--- src/rtl/im_display_sched_if.sv ---
// Button, classifier and display-select signals of the image/label display sequencer.
// slave is the sequencer's view; master is the surrounding logic (or a bench).
interface im_display_sched_if;
  logic       next_pulse;
  logic       last_pulse;
  logic       frame_end;
  logic       cnn_done;
  logic [1:0] cnn_class;
  logic       cnn_start;
  logic [1:0] cnn_img;
  logic [1:0] im_sel;
  logic [1:0] char_sel;
  logic       busy;
  logic       timeout_err;

  modport slave (
    input  next_pulse, last_pulse, frame_end, cnn_done, cnn_class,
    output cnn_start, cnn_img, im_sel, char_sel, busy, timeout_err
  );

  modport master (
    output next_pulse, last_pulse, frame_end, cnn_done, cnn_class,
    input  cnn_start, cnn_img, im_sel, char_sel, busy, timeout_err
  );
endinterface

--- src/rtl/im_display_sched.sv ---
// Display sequencer: runs one classification per selected image and commits the image bank
// and the result label together on a frame boundary, so a label never lags its image.
module im_display_sched #(
  parameter int N_IM           = 3,
  parameter int TIMEOUT_CYCLES = 16777215
) (
  input logic               video_clk,
  input logic               rst,
  im_display_sched_if.slave bus
);
  localparam int               CNT_W      = (TIMEOUT_CYCLES > 1) ? $clog2(TIMEOUT_CYCLES) : 1;
  localparam logic [CNT_W-1:0] CNT_LAST   = CNT_W'(TIMEOUT_CYCLES - 1);
  localparam logic [1:0]       IDX_LAST   = 2'(N_IM - 1);
  localparam logic [1:0]       CLASS_NONE = 2'd3;

  typedef enum logic [2:0] {
    S_BOOT  = 3'd0,
    S_START = 3'd1,
    S_WAIT  = 3'd2,
    S_ALIGN = 3'd3,
    S_SHOW  = 3'd4
  } state_t;

  state_t           state_r;
  logic [1:0]       pending_r;
  logic [1:0]       result_r;
  logic [CNT_W-1:0] cnt_r;
  logic             cnn_start_r;
  logic [1:0]       cnn_img_r;
  logic [1:0]       im_sel_r;
  logic [1:0]       char_sel_r;
  logic             busy_r;
  logic             timeout_err_r;
  logic [1:0]       pend_next_s;
  logic [1:0]       pend_prev_s;

  // Wrap-around neighbours of the pending image index
  always_comb begin
    pend_next_s = 2'd0;
    pend_prev_s = IDX_LAST;
    if (pending_r == IDX_LAST) begin
      pend_next_s = 2'd0;
    end else begin
      pend_next_s = pending_r + 2'd1;
    end
    if (pending_r == 2'd0) begin
      pend_prev_s = IDX_LAST;
    end else begin
      pend_prev_s = pending_r - 2'd1;
    end
  end

  // Sequencer FSM with all outputs registered alongside the state
  always_ff @(posedge video_clk or posedge rst) begin
    if (rst) begin
      state_r       <= S_BOOT;
      pending_r     <= 2'd0;
      result_r      <= CLASS_NONE;
      cnt_r         <= '0;
      cnn_start_r   <= 1'b0;
      cnn_img_r     <= 2'd0;
      im_sel_r      <= 2'd0;
      char_sel_r    <= CLASS_NONE;
      busy_r        <= 1'b1;
      timeout_err_r <= 1'b0;
    end else begin
      cnn_start_r <= 1'b0;
      case (state_r)
        S_BOOT: begin
          state_r     <= S_START;
          cnn_start_r <= 1'b1;
          cnn_img_r   <= pending_r;
        end
        S_START: begin
          state_r <= S_WAIT;
          cnt_r   <= '0;
        end
        S_WAIT: begin
          // A done on the terminal count still delivers its class
          if (bus.cnn_done) begin
            result_r <= bus.cnn_class;
            state_r  <= S_ALIGN;
          end else if (cnt_r == CNT_LAST) begin
            result_r      <= CLASS_NONE;
            timeout_err_r <= 1'b1;
            state_r       <= S_ALIGN;
          end else begin
            cnt_r <= cnt_r + CNT_W'(1);
          end
        end
        S_ALIGN: begin
          if (bus.frame_end) begin
            im_sel_r   <= pending_r;
            char_sel_r <= result_r;
            busy_r     <= 1'b0;
            state_r    <= S_SHOW;
          end
        end
        S_SHOW: begin
          if (bus.next_pulse && !bus.last_pulse) begin
            pending_r   <= pend_next_s;
            cnn_img_r   <= pend_next_s;
            cnn_start_r <= 1'b1;
            busy_r      <= 1'b1;
            state_r     <= S_START;
          end else if (bus.last_pulse && !bus.next_pulse) begin
            pending_r   <= pend_prev_s;
            cnn_img_r   <= pend_prev_s;
            cnn_start_r <= 1'b1;
            busy_r      <= 1'b1;
            state_r     <= S_START;
          end
        end
        default: begin
          busy_r  <= 1'b1;
          state_r <= S_BOOT;
        end
      endcase
    end
  end

  assign bus.cnn_start   = cnn_start_r;
  assign bus.cnn_img     = cnn_img_r;
  assign bus.im_sel      = im_sel_r;
  assign bus.char_sel    = char_sel_r;
  assign bus.busy        = busy_r;
  assign bus.timeout_err = timeout_err_r;
endmodule

--- src/flat_wrapper.sv ---
// flat-port wrapper written by rule: the top's interface ports become plain ports
module im_display_sched_flat 
#(
  parameter int N_IM           = 3,
  parameter int TIMEOUT_CYCLES = 16777215
)
  (video_clk, rst, bus_next_pulse, bus_last_pulse, bus_frame_end, bus_cnn_done, bus_cnn_class, bus_cnn_start, bus_cnn_img, bus_im_sel, bus_char_sel, bus_busy, bus_timeout_err);
  im_display_sched_if bus_i ();
  input logic video_clk;
  input logic rst;
  input wire logic [$bits(bus_i.next_pulse)-1:0] bus_next_pulse;
  input wire logic [$bits(bus_i.last_pulse)-1:0] bus_last_pulse;
  input wire logic [$bits(bus_i.frame_end)-1:0] bus_frame_end;
  input wire logic [$bits(bus_i.cnn_done)-1:0] bus_cnn_done;
  input wire logic [$bits(bus_i.cnn_class)-1:0] bus_cnn_class;
  output wire logic [$bits(bus_i.cnn_start)-1:0] bus_cnn_start;
  output wire logic [$bits(bus_i.cnn_img)-1:0] bus_cnn_img;
  output wire logic [$bits(bus_i.im_sel)-1:0] bus_im_sel;
  output wire logic [$bits(bus_i.char_sel)-1:0] bus_char_sel;
  output wire logic [$bits(bus_i.busy)-1:0] bus_busy;
  output wire logic [$bits(bus_i.timeout_err)-1:0] bus_timeout_err;
  assign bus_i.next_pulse = bus_next_pulse;
  assign bus_i.last_pulse = bus_last_pulse;
  assign bus_i.frame_end = bus_frame_end;
  assign bus_i.cnn_done = bus_cnn_done;
  assign bus_i.cnn_class = bus_cnn_class;
  assign bus_cnn_start = bus_i.cnn_start;
  assign bus_cnn_img = bus_i.cnn_img;
  assign bus_im_sel = bus_i.im_sel;
  assign bus_char_sel = bus_i.char_sel;
  assign bus_busy = bus_i.busy;
  assign bus_timeout_err = bus_i.timeout_err;
  im_display_sched #(.N_IM(N_IM), .TIMEOUT_CYCLES(TIMEOUT_CYCLES)) u_core (.video_clk(video_clk), .rst(rst), .bus(bus_i));
endmodule
--- config.mk ---
export PLATFORM = sky130hd
export DESIGN_NAME = im_display_sched_flat
export DESIGN_NICKNAME = d
export VERILOG_FILES = /design/src/rtl/im_display_sched_if.sv /design/src/rtl/im_display_sched.sv /design/src/flat_wrapper.sv
export SDC_FILE = /design/constraint.sdc
export NUM_CORES = 1
export LEC_CHECK = 0
export CAP_MARGIN = 20
export CORE_ASPECT_RATIO = 1.5
export CORE_MARGIN = 2
export CORE_UTILIZATION = 45
export DETAILED_ROUTE_END_ITERATION = 8
export GPL_ROUTABILITY_DRIVEN = 0
export GPL_TIMING_DRIVEN = 0
export RECOVER_POWER = 25
export SLEW_MARGIN = 20
export SYNTH_ARGS = -nofsm -noshare
export SYNTH_HDL_FRONTEND = slang
export SYNTH_SLANG_ARGS = --single-unit
export TNS_END_PERCENT = 50
--- constraint.sdc ---
create_clock -name video_clk -period 4.35 [get_ports video_clk]
set_input_delay 1.0875 -clock video_clk [delete_from_list [all_inputs] [get_ports video_clk]]
set_output_delay 1.0875 -clock video_clk [all_outputs]
set_load 0.01 [all_outputs]
# [Yosys cells after proc, flatten, opt, wreduce, memory -nomap -nowiden]
# Index checks and enable logic that the tools add are counted.
[word_totals] out_inout_bits=9 elab_cells=68 inputBits=8 regBits=40
[op_classes] add_sub_neg=3 mux=23 n_bitwise=2 reduce_logical=19 eq_ne=11
[op_table] cell="24-bit 2-to-1 mux" n=2
[op_table] cell="24-bit one-hot mux with 2 select lines" n=1
[op_table] cell="24-bit by 1-bit adder with 24-bit output (second input constant)" n=1
[op_table] cell="24-bit == test (second input constant)" n=1
[op_table] cell="3-bit 2-to-1 mux" n=5
[op_table] cell="3-bit one-hot mux with 5 select lines" n=1
[op_table] cell="2-bit 2-to-1 mux" n=6
[op_table] cell="3-bit AND reduction" n=4
[op_table] cell="2-bit AND reduction" n=4
[op_table] cell="2-bit nonzero test" n=4
[op_table] cell="3-bit by 2-bit == test with 1-bit output (second input constant)" n=2
[op_table] cell="2-bit inequality test (second input constant)" n=3
[op_table] cell="1-bit 2-to-1 mux" n=5
[op_table] cell="2-bit one-hot mux with 2 select lines" n=1
[op_table] cell="3-bit by 1-bit == test with 1-bit output (second input constant)" n=1
[op_table] cell="3-bit == test (second input constant)" n=1
[op_table] cell="3-bit zero test" n=1
[op_table] cell="3-bit by 1-bit inequality test with 1-bit output (second input constant)" n=1
[op_table] cell="3-bit by 2-bit inequality test with 1-bit output (second input constant)" n=1
[op_table] cell="1-bit one-hot mux with 3 select lines" n=1
[op_table] cell="3-bit OR reduction" n=1
[op_table] cell="2-bit by 1-bit adder with 2-bit output (second input constant)" n=1
[op_table] cell="2-bit == test (second input constant)" n=1
[op_table] cell="1-bit logical AND" n=2
[op_table] cell="other kinds (5)" n=7

# [Logic depth before layout (Yosys ltp)]
[logic_depth] word_depth=5 ltp_mapped=9 mapped_depth_nobuf=7

# [Worst setup path after synthesis]
# Ideal clock, no wire load.
[synth_timing] kind="input port to flip-flop" start="in bus_last_pulse" end="reg u_core.cnn_img_r[1] (netlist: u_core.bus.cnn_img[1])" setup_ns=0.077 path_slack_ns=2.141 stages=6 n_path_buf=1 arrival_ns=2.131 required_ns=4.273 cell_sequence="inv_1 ha_1 or2_2 clkbuf_1 a31o_2 a21oi_1"
[synth_between] elab_chain_cells=4 word_cells_on_any_way=7 classes_between="1 x eq/ne; 2 x mux; 4 x reduce/logical"
[synth_lines] item="from (decl)" line_no="flat_wrapper.sv:12" text="input wire logic [$bits(bus_i.last_pulse)-1:0] bus_last_pulse;"
[synth_lines] item="1-bit zero test" line_no="im_display_sched.sv:100" text="if (bus.next_pulse && !bus.last_pulse) begin"
[synth_lines] item="1-bit logical AND" line_no="im_display_sched.sv:100"
[synth_lines] item="2-bit 2-to-1 mux / 3-bit by 1-bit inequality test with 1-bit output (equally long branches)"
[synth_lines] item="2-bit one-hot mux with 2 select lines / 2-bit AND reduction (equally long branches)"
[synth_lines] item="to (signal assigned)" line_no="im_display_sched.sv:72" text="cnn_img_r <= pending_r;"
[synth_lines] item="to (signal assigned)" line_no="im_display_sched.sv:102" text="cnn_img_r <= pend_next_s;"
[synth_lines] item="to (signal assigned)" line_no="im_display_sched.sv:108" text="cnn_img_r <= pend_prev_s;"
[synth_lines] item="to (decl)" line_no="im_display_sched.sv:29" text="logic [1:0] cnn_img_r;"
# Parallel ways exist; a longest one is shown, timed or not.
# A chain may end at the register's enable or synchronous reset.

# [Final worst setup path]
[layout_timing] start="in bus_cnn_done" end="reg u_core.cnt_r[13]"
[layout_between] elab_chain_cells=2
[layout_lines] item="from (decl)" line_no="flat_wrapper.sv:14" text="input wire logic [$bits(bus_i.cnn_done)-1:0] bus_cnn_done;"
[layout_lines] item="2-bit inequality test (no source line)"
[layout_lines] item="3-bit AND reduction (no source line)"
[layout_lines] item="to (signal assigned)" line_no="im_display_sched.sv:88" text="cnt_r <= cnt_r + CNT_W'(1);"
[layout_lines] item="to (decl)" line_no="im_display_sched.sv:27" text="logic [CNT_W-1:0] cnt_r;"
# No other way between the ends.

==> metrics.md <==
| Metric | Value |
|---|---|
| CTS resizes | `0` |
| Most common cell in the netlist | `dfrtp_1` |
| Area contributors post-synth | `dfrtp_1, dfstp_2, nand3_1, ha_1, nand2_1` |
| H-tree lvl count | `2` |
| CTS hold repair buffers | `0` |
| Fin crit share | `approximately three fifths` |
| Final Worst Setup Slack | `between 1500 and 2000 ps` |
| Max Transition Viols Final | `0` |
| Io pins | `17` |
| Post-DP HPWL | `~3900 µm` |
| Worst vdd ir | `0.000271 V` |
| Vias in the first global route | `1843` |
| Largest net degree at the start of global routing | `31` |
| Final worst path period need | `about 2600 ps` |
| Synthesis-to-layout area growth | `15.2%` |
| Root buffer cell | `clkbuf_8` |
| Top cells by count, synth | `dfrtp_1, nand2_1, nand3_1` |
| Status | `finished clean` |
| CTS max path bufs | `2` |
| Die width | `approximately 63 µm` |
| Die area | `slightly below 6000 µm²` |
| Post-synth cell types | `54` |
| Bufs and invs on worst path | `2` |
| Share of the synthesized area in the top cell type | `a little under two fifths` |
| Setup WS pre-CTS | `around 1400 ps` |
| Pre-antenna DRT Iters | `5` |
| Worst relative slew slack | `between 50% and 60%` |
| CP top delay family | `compound AO/OA/AOI/OAI gates` |
| First-pass GRT wire length | `about 9200 µm` |
| Layout cells sized above 1 | `between 10% and 20%` |
| Vias after detailed routing | `slightly below 2000` |
| Synth Flop Type | `dfrtp_1` |
| Row count | `32` |
| Cells after synthesis | `about 240` |
| PortBufs | `16` |
| YS warnings | `0` |
| Sum Neg Setup Slack | `0 ps` |
| Setup violators final | `0` |
| Worst-path clk slew | `~80 ps` |
| Critical path startpoint category | `input pin` |
| Via density | `approximately 5.7` |
| Post-synthesis register bit count | `40` |
| Wirelength per Cell | `15.9 µm` |
| Critical Path Max Stage Delay | `about 430 ps` |
| DRT iter0 DRCs | `roughly 110` |
| Required time worst endpoint | `~4500 ps` |
| Total core area | `5080 µm²` |
| Mean Syn Cell Area | `around 9.7 µm²` |
| Leading area contributor after synthesis | `dfrtp_1` |
| Final hold violation count | `0` |
| Starting density of the core | `between 40% and 50%` |
| Gr ovfl total | `0` |
| Synth Cell Area | `around 2400 µm²` |
| Post-CTS Setup Inserts | `0` |
| Max frequency | `just under 0.4 GHz` |
| Final ANT Viol Nets | `0` |
| Critical path type | `in -> reg` |
| Leak | `1.25 nW` |
| Crit-path cells | `clkdlybuf4s50_1 -> nand2b_1 -> a21oi_2 -> a21oi_1 -> buf_2 -> a221o_1` |
| CP Capture Type | `flop` |
| Post-layout nets | `282` |
| CTS buffer count | `5` |
| Initial antenna violation count | `0` |
| Crit Path Max Fanout | `10` |
| P per Cell Area | `505 nW/µm²` |
| EDFF count, synth | `0` |
| Worst Path Arrival | `about 2700 ps` |
| DIE HEIGHT | `around 90 µm` |
| DRC | `0` |
| Max-cap viol count | `0` |
| Setup Skew | `between 3 and 4 ps` |
| Sequential share of the synthesized area | `between 40% and 50%` |
| Worst-Skew Late Latency | `290 ps` |
| TritonCTS clock tree | `done` |
| Fin Hold WS | `between 400 and 500 ps` |
| Routed wire length | `roughly 5300 µm` |
| Worst min-delay path class | `reg -> reg` |
| Slowest-stage cell, CP | `clkdlybuf4s50_1` |
| Gr usage total | `about a fifth` |
| Worst-Margin Slew | `just over 600 ps` |
| N_diodes | `0` |
| Post-synthesis async set-or-reset flop share | `100%` |
| Sink Count | `40` |
| Syn nets | `approximately 260` |
| Unrepaired setup endpoints after global routing | `no` |
## final timing paths
kind	depth (start not counted)	slack [ps]	to	startpoint
max	6	1790	u_core.cnt_r[13]	bus_cnn_done
min	1	480	u_core.bus.timeout_err	u_core.bus.timeout_err
max reg2reg	6	2180	u_core.cnt_r[13]	u_core.state_r[2]
min reg2reg	1	480	u_core.bus.timeout_err	u_core.bus.timeout_err
max in group asynchronous	3	2490	u_core.bus.busy	rst
min in group asynchronous	2	1250	u_core.cnt_r[11]	rst
## final cells by class
| cell class | instances | area [µm²] |
|---|---|---|
| plain buffers | 11 | 65.1 |
| clock buffers | 6 | 82.6 |
| clock inverters | 2 | 10.0 |
| fillers | 500 | 2380 |
| inverters | 9 | 33.8 |
| multi-input cells | 183 | 1240 |
| flip-flops and latches | 40 | 1010 |
| well taps | 68 | 85.1 |
| repair buffers | 17 | 180 |
## metrics by stage
step,util (%),power [mW],cells,cell area (µm²)
finish,53.3,1.37,336,2710
global route,53.3,1.48,336,2710
CTS,53.3,1.38,336,2710
detailed placement,51.5,1.11,328,2620
global placement,51.1,1.11,327,2600
floorplan,-,0.911,243,2350
## sequential cells by signal (all words and copies together) (netlist names)
| register | flops |
|---|---|
| u_core.bus.timeout_err | 1 |
| u_core.result_r | 2 |
| u_core.bus.char_sel | 2 |
| u_core.cnt_r | 24 |
| u_core.bus.cnn_img | 2 |
| u_core.bus.busy | 1 |
| u_core.pending_r | 2 |
| u_core.bus.cnn_start | 1 |
| u_core.state_r | 3 |
| u_core.bus.im_sel | 2 |
## layout by cell type (no fill, tap or decap), types with 3 or more instances in the layout
master           count
dfrtp_1             35
nand2_1             23
nand3_1             18
clkdlybuf4s50_1     15
nor2_1              14
a21oi_1             14
nor3_1              12
o21ai_0             10
and3_1               9
inv_1                9
a211o_1              7
ha_1                 7
clkbuf_8             6
nand4_1              5
mux2i_1              5
a221o_1              5
dfstp_2              5
clkbuf_1             4
buf_2                4
nor3b_1              3
a21o_1               3
nor2b_1              3
a31oi_1              3
or3_1                3
## cells by family (layout without fill, tap and decap cells)
logic type,count (synthesis),count (layout),synth area share [%]
simple gates,110,110,28.8
flops,40,40,42.8
fa+ha+maj,7,7,3.73
mux,8,8,3.57
buf+inv,20,45,4.20
compound gates,58,58,16.9
## where the power goes
part | total [mW] | internal, mW | switching, mW | leakage [nW]
logic | 0.544 | 0.237 | 0.307 | 0.679
registers | 0.558 | 0.473 | 0.0846 | 0.521
clock network | 0.265 | 0.127 | 0.138 | 0.0510
total | 1.37 | 0.837 | 0.530 | 1.25
## per-layer routing
| metal | global-route usage, % | routed length, µm | up-vias |
|---|---|---|---|
| li1 | - | - | 955 |
| met1 | 24.3 | 2260 | 935 |
| met2 | 37.3 | 2890 | 34 |
| met3 | 3.52 | 142 | 4 |
| met4 | 6.11 | 50 | 0 |
| met5 | 0 | 0 | - |
## worst reg2reg max path, stage by stage, from the launching register on
cell and delay [ps]:
dfrtp_1 480, nor3b_4 390, nand2b_1 160, a21oi_2 330, a21oi_1 110, buf_2 220, a221o_1 370
No activity file was read; power rests on OpenSTA's default activity.
